$ cat config.mk
export PLATFORM = sky130hd
export DESIGN_NAME = ds1302_serial_if_flat
export DESIGN_NICKNAME = d
export VERILOG_FILES = /design/src/rtl/ds1302_pkg.sv /design/src/rtl/ds1302_serial_if_if.sv /design/src/rtl/ds1302_io_sync.sv /design/src/rtl/ds1302_serial_if.sv /design/src/flat_wrapper.sv
export SDC_FILE = /design/constraint.sdc
export NUM_CORES = 1
export LEC_CHECK = 0
export CAP_MARGIN = 5
export CORE_MARGIN = 2
export CORE_UTILIZATION = 40
export CTS_CLUSTER_DIAMETER = 200
export DETAILED_ROUTE_END_ITERATION = 12
export GPL_ROUTABILITY_DRIVEN = 0
export PLACE_DENSITY = 0.68
export SLEW_MARGIN = 30
export SYNTH_ARGS = -nofsm -noshare
export SYNTH_HDL_FRONTEND = slang
export SYNTH_SLANG_ARGS = --single-unit
$ cat constraint.sdc
create_clock -name clk -period 2.3 [get_ports clk]
set_input_delay 0.46 -clock clk [delete_from_list [all_inputs] [get_ports clk]]
set_output_delay 0.46 -clock clk [all_outputs]
set_load 0.01 [all_outputs]
$ cat src/rtl/ds1302_pkg.sv
// ds1302_pkg: shared types and constants for the DS1302 3-wire serial engine.
// Contents: FSM state enum, common DS1302 command bytes, bit count per frame,
// and a small max helper used to size the shared timing counter.
package ds1302_pkg;

  typedef enum logic [2:0] {
    IDLE,
    SETUP,
    LOW,
    HIGH,
    HOLD,
    GAP
  } state_t;

  localparam logic [7:0] SEC_WR  = 8'h80;
  localparam logic [7:0] SEC_RD  = 8'h81;
  localparam logic [7:0] MIN_RD  = 8'h83;
  localparam logic [7:0] HOUR_RD = 8'h85;
  localparam logic [7:0] CTRL_WR = 8'h8E;

  localparam int BIT_COUNT = 16;

  function automatic int max4(input int a, input int b, input int c, input int d);
    int m;
    m = a;
    if (b > m) m = b;
    if (c > m) m = c;
    if (d > m) m = d;
    return m;
  endfunction

endpackage

$ cat src/rtl/ds1302_serial_if_if.sv
// ds1302_cmd_if: command/response handshake between the RTC register
// sequencer (master) and the serial engine (slave).
// Signals: cmd_valid/cmd_ready/cmd_addr/cmd_wdata, rsp_valid/rsp_rdata.
interface ds1302_cmd_if;
  logic       cmd_valid;
  logic       cmd_ready;
  logic [7:0] cmd_addr;
  logic [7:0] cmd_wdata;
  logic       rsp_valid;
  logic [7:0] rsp_rdata;

  modport master (
    output cmd_valid, cmd_addr, cmd_wdata,
    input  cmd_ready, rsp_valid, rsp_rdata
  );

  modport slave (
    input  cmd_valid, cmd_addr, cmd_wdata,
    output cmd_ready, rsp_valid, rsp_rdata
  );
endinterface

$ cat src/rtl/ds1302_io_sync.sv
// ds1302_io_sync: 2-flop synchronizer for the DS1302 IO pin input.
// Ports: clk, rst_n (async active-low), d (async in), q (synchronized out).
// Only compiled when DS1302_IO_SYNC_EN is defined, so the default build has no orphan module.
`ifdef DS1302_IO_SYNC_EN
module ds1302_io_sync (
  input  logic clk,
  input  logic rst_n,
  input  logic d,
  output logic q
);
  logic meta;

  always_ff @(posedge clk or negedge rst_n) begin
    if (!rst_n) begin
      meta <= 1'b0;
      q    <= 1'b0;
    end else begin
      meta <= d;
      q    <= meta;
    end
  end
endmodule
`endif

$ cat src/rtl/ds1302_serial_if.sv
// ds1302_serial_if: bit-level CE/SCLK/IO engine for the DS1302 RTC; one command byte
// (+ write byte) per transaction, LSB first, read byte returned on rsp_valid.
// Ports: clk, rst_n (async active-low), cmd (ds1302_cmd_if.slave), ds_ce/ds_sclk/ds_io_out/ds_io_oe out, ds_io_in in.
// Macro DS1302_IO_SYNC_EN: route ds_io_in through a 2-flop synchronizer (needs CLK_DIV>=3).
module ds1302_serial_if
  import ds1302_pkg::*;
#(
  parameter int CLK_DIV  = 50,
  parameter int CE_SETUP = 200,
  parameter int CE_HOLD  = 50,
  parameter int CE_GAP   = 200
) (
  input  logic         clk,
  input  logic         rst_n,
  ds1302_cmd_if.slave  cmd,
  output logic         ds_ce,
  output logic         ds_sclk,
  output logic         ds_io_out,
  output logic         ds_io_oe,
  input  logic         ds_io_in
);

  localparam int CNT_MAX = max4(CLK_DIV, CE_SETUP, CE_HOLD, CE_GAP);
  localparam int CW      = $clog2(CNT_MAX);

  // Counters count down from length-1 to 0 within each timed state.
  localparam logic [CW-1:0] SETUP_LD = CW'(CE_SETUP - 1);
  localparam logic [CW-1:0] DIV_LD   = CW'(CLK_DIV - 1);
  localparam logic [CW-1:0] HOLD_LD  = CW'(CE_HOLD - 1);
  localparam logic [CW-1:0] GAP_LD   = CW'(CE_GAP - 1);
  localparam logic [3:0]    LAST_BIT = 4'(BIT_COUNT - 1);

  state_t          state, state_nxt;
  logic [CW-1:0]   cnt, cnt_nxt;
  logic [3:0]      bit_idx, bit_nxt;
  logic [15:0]     tx, tx_nxt;
  logic            rd, rd_nxt;
  logic [7:0]      rx;
  logic            capture;
  logic            rsp_nxt;
  logic            ce_nxt, sclk_nxt, io_out_nxt, oe_nxt;
  logic            io_smp;

`ifdef DS1302_IO_SYNC_EN
  ds1302_io_sync u_io_sync (
    .clk   (clk),
    .rst_n (rst_n),
    .d     (ds_io_in),
    .q     (io_smp)
  );
`else
  assign io_smp = ds_io_in;
`endif

  assign cmd.cmd_ready = (state == IDLE);

  always_comb begin
    state_nxt = state;
    cnt_nxt   = cnt;
    bit_nxt   = bit_idx;
    tx_nxt    = tx;
    rd_nxt    = rd;
    capture   = 1'b0;
    rsp_nxt   = 1'b0;

    unique case (state)
      IDLE: begin
        if (cmd.cmd_valid) begin
          state_nxt = SETUP;
          cnt_nxt   = SETUP_LD;
          bit_nxt   = 4'd0;
          rd_nxt    = cmd.cmd_addr[0];
          // Reads shift out zeros in the data half; the pin is released anyway.
          tx_nxt    = {(cmd.cmd_addr[0] ? 8'h00 : cmd.cmd_wdata), cmd.cmd_addr};
        end
      end
      SETUP: begin
        if (cnt == '0) begin
          state_nxt = LOW;
          cnt_nxt   = DIV_LD;
        end else begin
          cnt_nxt = cnt - CW'(1);
        end
      end
      LOW: begin
        if (cnt == '0) begin
          state_nxt = HIGH;
          cnt_nxt   = DIV_LD;
          // Sample on the rising SCLK edge of the data half.
          capture   = bit_idx[3];
        end else begin
          cnt_nxt = cnt - CW'(1);
        end
      end
      HIGH: begin
        if (cnt == '0) begin
          cnt_nxt = DIV_LD;
          if (bit_idx == LAST_BIT) begin
            state_nxt = HOLD;
            cnt_nxt   = HOLD_LD;
          end else begin
            state_nxt = LOW;
            bit_nxt   = bit_idx + 4'd1;
          end
        end else begin
          cnt_nxt = cnt - CW'(1);
        end
      end
      HOLD: begin
        if (cnt == '0) begin
          state_nxt = GAP;
          cnt_nxt   = GAP_LD;
          rsp_nxt   = 1'b1;
        end else begin
          cnt_nxt = cnt - CW'(1);
        end
      end
      GAP: begin
        if (cnt == '0) begin
          state_nxt = IDLE;
        end else begin
          cnt_nxt = cnt - CW'(1);
        end
      end
      default: state_nxt = IDLE;
    endcase

    // Pin values are registered from the next state so they change together with it.
    ce_nxt   = (state_nxt == SETUP) || (state_nxt == LOW) ||
               (state_nxt == HIGH)  || (state_nxt == HOLD);
    sclk_nxt = (state_nxt == HIGH);
    // Reads hand the pin to the chip from the LOW of bit 8 onwards.
    oe_nxt   = ce_nxt && (!rd_nxt || !bit_nxt[3]);

    io_out_nxt = ds_io_out;
    if (!ce_nxt) begin
      io_out_nxt = 1'b0;
    end else if ((state_nxt == LOW) && (state != LOW)) begin
      io_out_nxt = tx_nxt[bit_nxt];
    end
  end

  always_ff @(posedge clk or negedge rst_n) begin
    if (!rst_n) begin
      state         <= IDLE;
      cnt           <= '0;
      bit_idx       <= 4'd0;
      tx            <= 16'h0000;
      rd            <= 1'b0;
      rx            <= 8'h00;
      ds_ce         <= 1'b0;
      ds_sclk       <= 1'b0;
      ds_io_out     <= 1'b0;
      ds_io_oe      <= 1'b0;
      cmd.rsp_valid <= 1'b0;
      cmd.rsp_rdata <= 8'h00;
    end else begin
      state     <= state_nxt;
      cnt       <= cnt_nxt;
      bit_idx   <= bit_nxt;
      tx        <= tx_nxt;
      rd        <= rd_nxt;
      ds_ce     <= ce_nxt;
      ds_sclk   <= sclk_nxt;
      ds_io_out <= io_out_nxt;
      ds_io_oe  <= oe_nxt;
      if (capture) begin
        rx[bit_idx[2:0]] <= io_smp;
      end
      cmd.rsp_valid <= rsp_nxt;
      if (rsp_nxt) begin
        cmd.rsp_rdata <= rd ? rx : 8'h00;
      end
    end
  end

endmodule
$ cat src/flat_wrapper.sv
// flat-port wrapper written by rule: the top's interface ports become plain ports
module ds1302_serial_if_flat import ds1302_pkg::*;
#(
  parameter int CLK_DIV  = 50,
  parameter int CE_SETUP = 200,
  parameter int CE_HOLD  = 50,
  parameter int CE_GAP   = 200
)
  (clk, rst_n, ds_ce, ds_sclk, ds_io_out, ds_io_oe, ds_io_in, cmd_cmd_valid, cmd_cmd_addr, cmd_cmd_wdata, cmd_cmd_ready, cmd_rsp_valid, cmd_rsp_rdata);
  ds1302_cmd_if cmd_i ();
  input  logic clk;
  input  logic rst_n;
  output logic ds_ce;
  output logic ds_sclk;
  output logic ds_io_out;
  output logic ds_io_oe;
  input  logic ds_io_in;
  input wire logic [$bits(cmd_i.cmd_valid)-1:0] cmd_cmd_valid;
  input wire logic [$bits(cmd_i.cmd_addr)-1:0] cmd_cmd_addr;
  input wire logic [$bits(cmd_i.cmd_wdata)-1:0] cmd_cmd_wdata;
  output wire logic [$bits(cmd_i.cmd_ready)-1:0] cmd_cmd_ready;
  output wire logic [$bits(cmd_i.rsp_valid)-1:0] cmd_rsp_valid;
  output wire logic [$bits(cmd_i.rsp_rdata)-1:0] cmd_rsp_rdata;
  assign cmd_i.cmd_valid = cmd_cmd_valid;
  assign cmd_i.cmd_addr = cmd_cmd_addr;
  assign cmd_i.cmd_wdata = cmd_cmd_wdata;
  assign cmd_cmd_ready = cmd_i.cmd_ready;
  assign cmd_rsp_valid = cmd_i.rsp_valid;
  assign cmd_rsp_rdata = cmd_i.rsp_rdata;
  ds1302_serial_if #(.CLK_DIV(CLK_DIV), .CE_SETUP(CE_SETUP), .CE_HOLD(CE_HOLD), .CE_GAP(CE_GAP)) u_core (.clk(clk), .rst_n(rst_n), .cmd(cmd_i), .ds_ce(ds_ce), .ds_sclk(ds_sclk), .ds_io_out(ds_io_out), .ds_io_oe(ds_io_oe), .ds_io_in(ds_io_in));
endmodule
# ---- Yosys cells after proc, flatten, opt, wreduce, memory -nomap -nowiden
# Cells that the tools add are included.
dict set report word_totals {
  wordCells 79
  register_bits 53
  out_inout_bits 14
}
dict set report classes {
  addsub 2
  eq_ne 14
  mux 34
  n_reduce_logical 14
  n_lt_le_gt_ge 3
}
# operator count
set op_table {}
lappend op_table {{8-bit two-way mux} 6}
lappend op_table {{16-bit two-way mux} 2}
lappend op_table {{8-bit case mux with 4 select lines} 1}
lappend op_table {{3-bit two-way mux} 7}
lappend op_table {{3-bit case mux with 6 select lines} 1}
lappend op_table {{3-bit by 2-bit equality test with 1-bit output, second input constant} 4}
lappend op_table {{4-bit two-way mux} 3}
lappend op_table {{1-bit two-way mux} 10}
lappend op_table {{3-bit equality test, second input constant} 3}
lappend op_table {{8-bit bitwise mux} 1}
lappend op_table {{8-bit zero test} 1}
lappend op_table {{4-bit case mux with 2 select lines} 1}
lappend op_table {{8-bit by 1-bit subtractor with 8-bit output, second input constant} 1}
lappend op_table {{3-bit by 1-bit equality test with 1-bit output, second input constant} 2}
lappend op_table {{2-bit != test, second input constant} 3}
lappend op_table {{4-bit by 5-bit less-than comparator with 1-bit output, second input constant} 1}
lappend op_table {{4-bit by 1-bit adder with 4-bit output, second input constant} 1}
lappend op_table {{1-bit binary-select mux with 4-bit select} 1}
lappend op_table {{4-bit equality test, second input constant} 1}
lappend op_table {{1-bit logical OR} 4}
lappend op_table {{3-bit by 4-bit less-than comparator with 1-bit output, second input constant} 1}
lappend op_table {{4-bit nonzero test} 1}
lappend op_table {{1-bit demux with 3-bit select} 1}
lappend op_table {{3-bit by 1-bit greater-or-equal comparator with 1-bit output, second input constant} 1}
lappend op_table {{other kinds (6)} 9}

# ---- Depth between registers and ports, before layout
# Gate-level depths: netlist of the first run.
dict set report depth {
  ltp_word 9
  ltp_mapped 12
  mapped_depth_nobuf 10
}

# ---- Least setup slack after synthesis of the first run
# No wires, ideal clock.
dict set report synth_path {
  path_kind {register to register}
  start {register u_core.cnt[0]}
  end {register u_core.ds_io_out}
  arrival_time_ns 2.340
  stages_incl_launch_ff 11
  setup_slack_ns -0.174
  path_buffers 2
  cell_sequence {dfrtp_1 clkbuf_1 inv_1 ha_1 nor4b_4 and4_1 buf_4 mux2_2 a2111oi_0 a2111o_1 o211ai_2}
}
dict set report synth_via {
  elab_chain_cells 8
  elab_cells_between_ends 22
  cone_classes {eq/ne: 5; mux: 12; reduce/logical: 5}
}
# item line
set synth_rtl {}
lappend synth_rtl {{start, declared} ds1302_serial_if.sv:34} ;# logic [CW-1:0] cnt, cnt_nxt;
lappend synth_rtl {{start signal, assigned} ds1302_serial_if.sv:159} ;# cnt <= cnt_nxt;
lappend synth_rtl {{8-bit zero test (*)} --}
lappend synth_rtl {{parallel branches: the longest is 7 deep, another holds 4-bit two-way mux} --}
lappend synth_rtl {{end signal, assigned} ds1302_serial_if.sv:165} ;# ds_io_out <= io_out_nxt;
lappend synth_rtl {{end, declared} ds1302_serial_if.sv:18} ;# output logic ds_io_out,
# Mark *: on every way between the ends. The select of a mux whose other input is x is not followed.
# A chain may end at the register's enable or synchronous reset.

# ---- Final worst setup path of the first run
dict set report layout_path {
  start {register u_core.cnt[1]}
  end {register u_core.ds_io_out}
}
# The elaborated chain is that of the path after synthesis.

==> results.py, run 1 <==
metrics = {
    "global_routing": {
        "antenna_found_initial": 0,
        "grt_overflow": 0,
        "grt_first_pass_wirelength_mm": 11.0,
        "grt_pass1_vias": 2445,
        "grt_max_degree": 34,
        "grtUsageTotal_pct": 17.4,
    },
    "die": {
        "die_h_microns": 89.4,
        "io_pins": 34,
        "num_rows": 31,
        "dieWidth_microns": 89.4,
        "die_area_sq_mm": 0.00800,
        "core_region_area_sq_mm": 0.00718,
        "initial_core_util_pct": 40.7,
    },
    "pwr": {
        "power_density_mw_per_mm2": 897,
        "pwr-share-comb_pct": 42.4,
        "swShare_pct": 36.1,
        "peakVddDrop_uv": 370,
        "p_switching_w": 0.00125,
        "seqPwrFrac_pct": 39.3,
        "internal-power_w": 0.00220,
        "cellLeakagePower_nw": 1.80,
        "power_w": 0.00345,
        "p_clk_share_pct": 18.2,
    },
    "detailed_routing": {
        "drtPass1Iterations": 4,
        "wirelength_mm": 6.78,
        "drc": 0,
        "vias_per_cell": 5.26,
        "ant_nets": 0,
        "first_iter_violations": 101,
        "vias": 2535,
        "avgRoutedWirePerCell_microns": 14.1,
    },
    "placed_design": {
        "placement.setup.worst_slack_ps": -379,
        "hpwl_mm": 4.80,
        "dpl.cell_count": 470,
        "port_buffers": 33,
    },
    "logic_synthesis": {
        "syn_area_sq_mm": 0.00292,
        "synthesis.nets": 340,
        "synth_common_cells": "nand2_1, dfrtp_1, nor2_1, a21oi_1",
        "synth_edf_count": 0,
        "synth.area.top_cells": "dfrtp_1, nand2_1, mux2_2, nor2_1, a21oi_1",
        "synth_top_cell_by_area": "dfrtp_1",
        "yosys.area.top_type_share_pct": 45.4,
        "ys.flop_type": "dfrtp_1",
        "yosys.cell_types.count": 57,
        "synth.most_common_cell": "nand2_1",
        "avgSynthCellArea_sq_um": 9.21,
        "yosysWarnings": 0,
        "synth_seq_area_share_pct": 45.4,
        "ys_seq_elements": 53,
        "synth_cells": 317,
        "ys_async_sr_fraction_pct": 100,
    },
    "outcome": {
        "status": "finished clean",
    },
    "cells_and_area": {
        "finalNonFillerCells": 482,
        "drive_above_1_share_pct": 23.5,
        "postLayoutCoreUtil_pct": 53.6,
        "insertedDiodeCount": 0,
        "fin_nets": 406,
        "synthToLayoutAreaGrowth_pct": 31.7,
        "n_fill_cell": 656,
    },
    "worst_setup_path": {
        "critPathKind": "reg -> reg",
        "crit_path_start_kind": "flip-flop",
        "end_kind": "flip-flop",
        "cp.arrival_ps": 2450,
        "path_max_fanout": 8,
        "required_ps": 2500,
    },
    "clocking": {
        "clockRootBuffer": "clkbuf_8",
        "clk_pin_slew_ps": 100,
        "postCtsHoldBufs": 0,
        "htreeDepth": 2,
        "clkSinkCount": 53,
        "clkLatencyLatePin_ps": 310,
        "cts.path.max_buffers": 2,
        "cts_buffers": 5,
        "cts_tree": "yes",
    },
    "sta": {
        "hold_violations": 0,
        "worst_slack_ps": 45.1,
        "setup_viol": 0,
        "rsz0062_at_grt": "yes",
        "fmax_mhz": 443,
        "slew_headroom_pct": 64.3,
        "setup_tns_ps": 0,
        "finClkSkew_ps": 5.14,
        "period_share_pct": 98.0,
        "finalWorstPathRequiredPeriod_ps": 2250,
        "drv_slew": 0,
        "tightest_slew_ps": 531,
    },
    "worst_hold_path": {
        "hp-class": "in -> async",
    },
    "flow_run": {
        "drv_cap": 0,
    },
}
[layout make-up]
class | instances | area, sq um | share of cell area [%]
Clock buffer | 5 | 68.8 | 1.79
Clock inverter | 2 | 35.0 | 0.911
Inverter | 11 | 41.3 | 1.07
Multi-Input combinational cell | 233 | 1550 | 40.4
Sequential cell | 53 | 1330 | 34.6
Tap cell | 99 | 124 | 3.22
Timing Repair Buffer | 79 | 692 | 18.0
[power groups by stage]
stage	sequential [W]	clock, W	combinational, W
global route	0.00139	0.000666	0.00163
detailed placement	0.00138	0	0.00136
finish	0.00136	0.000628	0.00146
global placement	0.00137	0	0.00133
CTS	0.00136	0.000640	0.00138
floorplan	0.00133	0	0.000917
[layout by cell type (no fill, tap or decap), types with 3 or more instances in the layout]
master / instances
ha_1: 3
a21oi_1: 14
nand3b_1: 6
o21ai_0: 11
nand2b_1: 4
mux2_2: 9
nor3_1: 5
a31oi_1: 4
nor3_2: 3
clkbuf_8: 5
dfrtp_1: 51
nand4_1: 6
clkdlybuf4s50_1: 30
buf_4: 43
nor2b_1: 5
nand3_1: 12
nor2_1: 24
inv_1: 9
o31ai_1: 3
nand2_1: 58
mux2_4: 3
mux2i_1: 7
o22a_1: 3
[worst max-delay path: stages, from the launching register on]
cell and delay [ps]:
dfrtp_1 400, inv_2 60, ha_1 140, nor4b_4 180, buf_4 180, and4_1 210
buf_6 130, mux2_4 310, a2111oi_4 280, a2111o_1 170, o211ai_2 80
[logic make-up (layout without fill, tap and decap cells)]
logic type / count (synthesis) / count (layout) / synth area share (%)
flops: 53 / 53 / 45.4
compound gates: 64 / 64 / 15.3
simple gates: 146 / 146 / 25.5
buf+inv: 31 / 97 / 4.71
mux: 20 / 20 / 7.76
fa+ha+maj: 3 / 3 / 1.29
[metal layers]
metal | up-vias | routed length (microns) | track usage (%)
li1 | 1259 | - | -
met1 | 1225 | 3170 | 22.0
met2 | 43 | 3330 | 30.3
met3 | 8 | 226 | 2.95
met4 | 0 | 56 | 5.29
met5 | - | 0 | 0
[through the flow]
| step | cell area (sq um) | hold WS [ps] |
|---|---|---|
| global route | 3840 | 135 |
| global placement | 3620 | 450 |
| floorplan | 2960 | 164 |
| finish | 3840 | 114 |
| detailed placement | 3620 | 455 |
| CTS | 3740 | 122 |
[flip-flops by register name, indices dropped and copies added (netlist names)]
signal,count
u_core.tx,16
u_core.cmd.rsp_rdata,8
u_core.cnt,8
u_core.rx,8
u_core.bit_idx,4
u_core.state,3
u_core.cmd.rsp_valid,1
u_core.ds_ce,1
u_core.ds_io_oe,1
u_core.ds_io_out,1
u_core.ds_sclk,1
u_core.rd,1
[worst paths after layout]
path	cells after the start	slack [ps]	end	start
max	10	50	u_core.ds_io_out	u_core.cnt[1]
min	1	110	u_core.cnt[5]	rst_n
max reg2reg	10	50	u_core.ds_io_out	u_core.cnt[1]
min reg2reg	2	470	u_core.cmd.rsp_rdata[5]	u_core.cmd.rsp_rdata[5]
max in group asynchronous	2	1640	u_core.tx[1]	rst_n
min in group clk	2	470	u_core.cmd.rsp_rdata[5]	u_core.cmd.rsp_rdata[5]
[timing repair]
action / CTS / global route
endpoints found under the setup margin: 6 / 9
pin swaps: 1 / 6
gates cloned: 0 / 0
buffers inserted: 1 / 4
resized for setup: 6 / 16
No activity file was read; power rests on OpenSTA's default activity.
==> inputs of run 2 (changes only) <==
- CTS_CLUSTER_SIZE: unset -> 14
==> results of run 2 <==
Same layout as run 1: the final DEF is identical, and so are final timing and power.
==> inputs of run 3 (changes only) <==
- CORE_MARGIN: 2 -> unset
==> results.py, run 3 (same netlist as run 1, synthesis figures left out) <==
metrics = {
    "cells_and_area": {
        "drive_above_1_share_pct": 28.5,
        "synthToLayoutAreaGrowth_pct": 38.1,
        "top_register": "u_core.tx",
        "fin_nets": 419,
        "postLayoutCoreUtil_pct": 58.4,
        "final_common_cell": "nand2_1",
        "mostFrequentLayoutCells": "nand2_1, buf_4, dfrtp_1",
        "insertedDiodeCount": 0,
        "largest_register_ffs": 16,
    },
    "global_routing": {
        "grtUsageTotal_pct": 19.4,
        "grt_overflow": 0,
        "grt_pass1_vias": 2623,
        "grt_first_pass_wirelength_mm": 11.7,
        "antenna_found_initial": 0,
        "grt_max_degree": 28,
    },
    "sta": {
        "drv_slew": 0,
        "worst_slack_ps": -24.2,
        "rsz0062_at_grt": "yes",
        "period_share_pct": 101,
        "setup_viol": 1,
        "slew_headroom_pct": 55.9,
        "finClkSkew_ps": 13.8,
        "fmax_mhz": 430,
        "hold-worst-slack_ps": 162,
        "tightest_slew_ps": 661,
        "finalWorstPathRequiredPeriod_ps": 2320,
        "setup_tns_ps": -24.2,
        "hold_violations": 0,
    },
    "flow_run": {
        "drv_cap": 0,
    },
    "placed_design": {
        "hpwl_mm": 5.01,
        "port_buffers": 33,
        "placement.setup.worst_slack_ps": -417,
    },
    "die": {
        "initial_core_util_pct": 42.3,
        "io_pins": 34,
        "core_region_area_sq_mm": 0.00691,
        "num_rows": 30,
        "die_h_microns": 87.4,
        "dieWidth_microns": 87.4,
        "die_area_sq_mm": 0.00764,
    },
    "outcome": {
        "status": "finished with violations",
        "violations": "setup timing",
    },
    "clocking": {
        "htreeDepth": 2,
        "postCtsHoldBufs": 0,
        "cts_tree": "yes",
        "cts_buffers": 5,
        "clkLatencyLatePin_ps": 320,
        "clk_pin_slew_ps": 100,
        "clockRootBuffer": "clkbuf_8",
        "clkSinkCount": 53,
        "cts.path.max_buffers": 2,
    },
    "worst_setup_path": {
        "slowest_delay_ps": 410,
        "path_cells": "inv_2 > ha_4 > nor4b_4 > buf_4 > nand4_1 > o211ai_4 > inv_1 > buf_4 > nor2_1 > nand2_1 > nand4_1 > o211ai_2",
        "slowest_stage": "dfrtp_1",
        "cp.arrival_ps": 2520,
        "crit_buf_inv": 4,
        "critPathKind": "reg -> reg",
        "path_delay_family": "simple AND/OR/NAND/NOR gates",
        "crit_path_start_kind": "flip-flop",
        "path_max_fanout": 6,
        "required_ps": 2500,
        "end_kind": "flip-flop",
    },
    "pwr": {
        "internal-power_w": 0.00235,
        "power_w": 0.00367,
        "seqPwrFrac_pct": 37.4,
        "swShare_pct": 36.0,
        "p_clk_share_pct": 18.2,
        "power_density_mw_per_mm2": 910,
        "pwr-share-comb_pct": 44.3,
        "peakVddDrop_uv": 374,
        "cellLeakagePower_nw": 1.89,
        "p_switching_w": 0.00132,
    },
    "detailed_routing": {
        "ant_nets": 0,
        "avgRoutedWirePerCell_microns": 14.5,
        "first_iter_violations": 168,
        "wirelength_mm": 7.13,
        "vias": 2612,
        "drc": 0,
        "drtPass1Iterations": 4,
        "vias_per_cell": 5.30,
    },
    "worst_hold_path": {
        "hp-class": "in -> async",
    },
}
## run 3: cell types whose count changed in the layout (fill, tap and decap cells not counted), moves of 2 or more
cell	delta
buf_4	+10
buf_6	+3
nand2_1	-2
nand2_2	+2
nor2_4	+2
## run 3: worst register-to-register path, stage by stage, from the launching register on
cell and delay (ps):
dfrtp_1 410, inv_2 90, ha_4 130, nor4b_4 290, buf_4 210, nand4_1 140, o211ai_4 290, inv_1 110
buf_4 160, nor2_1 100, nand2_1 70, nand4_1 110, o211ai_2 90
## run 3: power by group through the flow
stage | Combinational, W | Clock, W | Sequential (W)
2_1_floorplan | 0.000917 | 0 | 0.00133
3_3_place_gp | 0.00139 | 0 | 0.00137
3_5_place_dp | 0.00142 | 0 | 0.00138
4_1_cts | 0.00145 | 0.000684 | 0.00136
5_1_grt | 0.00181 | 0.000719 | 0.00140
6_report | 0.00163 | 0.000669 | 0.00137
## run 3: layout make-up
cell class | count | area [sq um]
fillers | 632 | 2880
multi-input cells | 233 | 1610
flip-flops and latches | 53 | 1330
repair buffers | 92 | 805
well taps | 96 | 120
clock buffers | 6 | 82.6
inverters | 11 | 41.3
clock inverters | 2 | 37.5
## run 3: path summary, 6_finish.rpt
kind	from	to	slack, ps	cells after the start
min in group clk	u_core.cmd.rsp_rdata[6]	u_core.cmd.rsp_rdata[6]	480	2
max in group asynchronous	rst_n	u_core.state[2]	1560	2
min	rst_n	u_core.cmd.rsp_rdata[6]	160	1
max reg2reg	u_core.cnt[1]	u_core.ds_io_out	-20	12
max	u_core.cnt[1]	u_core.ds_io_out	-20	12
min reg2reg	u_core.cmd.rsp_rdata[6]	u_core.cmd.rsp_rdata[6]	480	2
## run 3: layer usage
layer  vias up  share of wire, %  global-route usage (%)
li1       1285                 -                       -
met1      1265                45                    24.4
met2        55                50                    33.6
met3         7               3.7                    3.79
met4         0              0.90                    6.11
met5         -                 0                       0
## run 3: stage by stage
step | instances | instance area [sq um]
3_5_place_dp | 475 | 3680
3_3_place_gp | 475 | 3680
2_1_floorplan | 317 | 2960
4_1_cts | 483 | 3840
6_report | 493 | 4030
5_1_grt | 493 | 4030
## run 3: timing repair
| item | in CTS | in global routing |
|---|---|---|
| setup endpoints to repair | 3 | 22 |
| pin swaps | 3 | 13 |
| setup buffers | 0 | 10 |
| resized for setup | 8 | 30 |
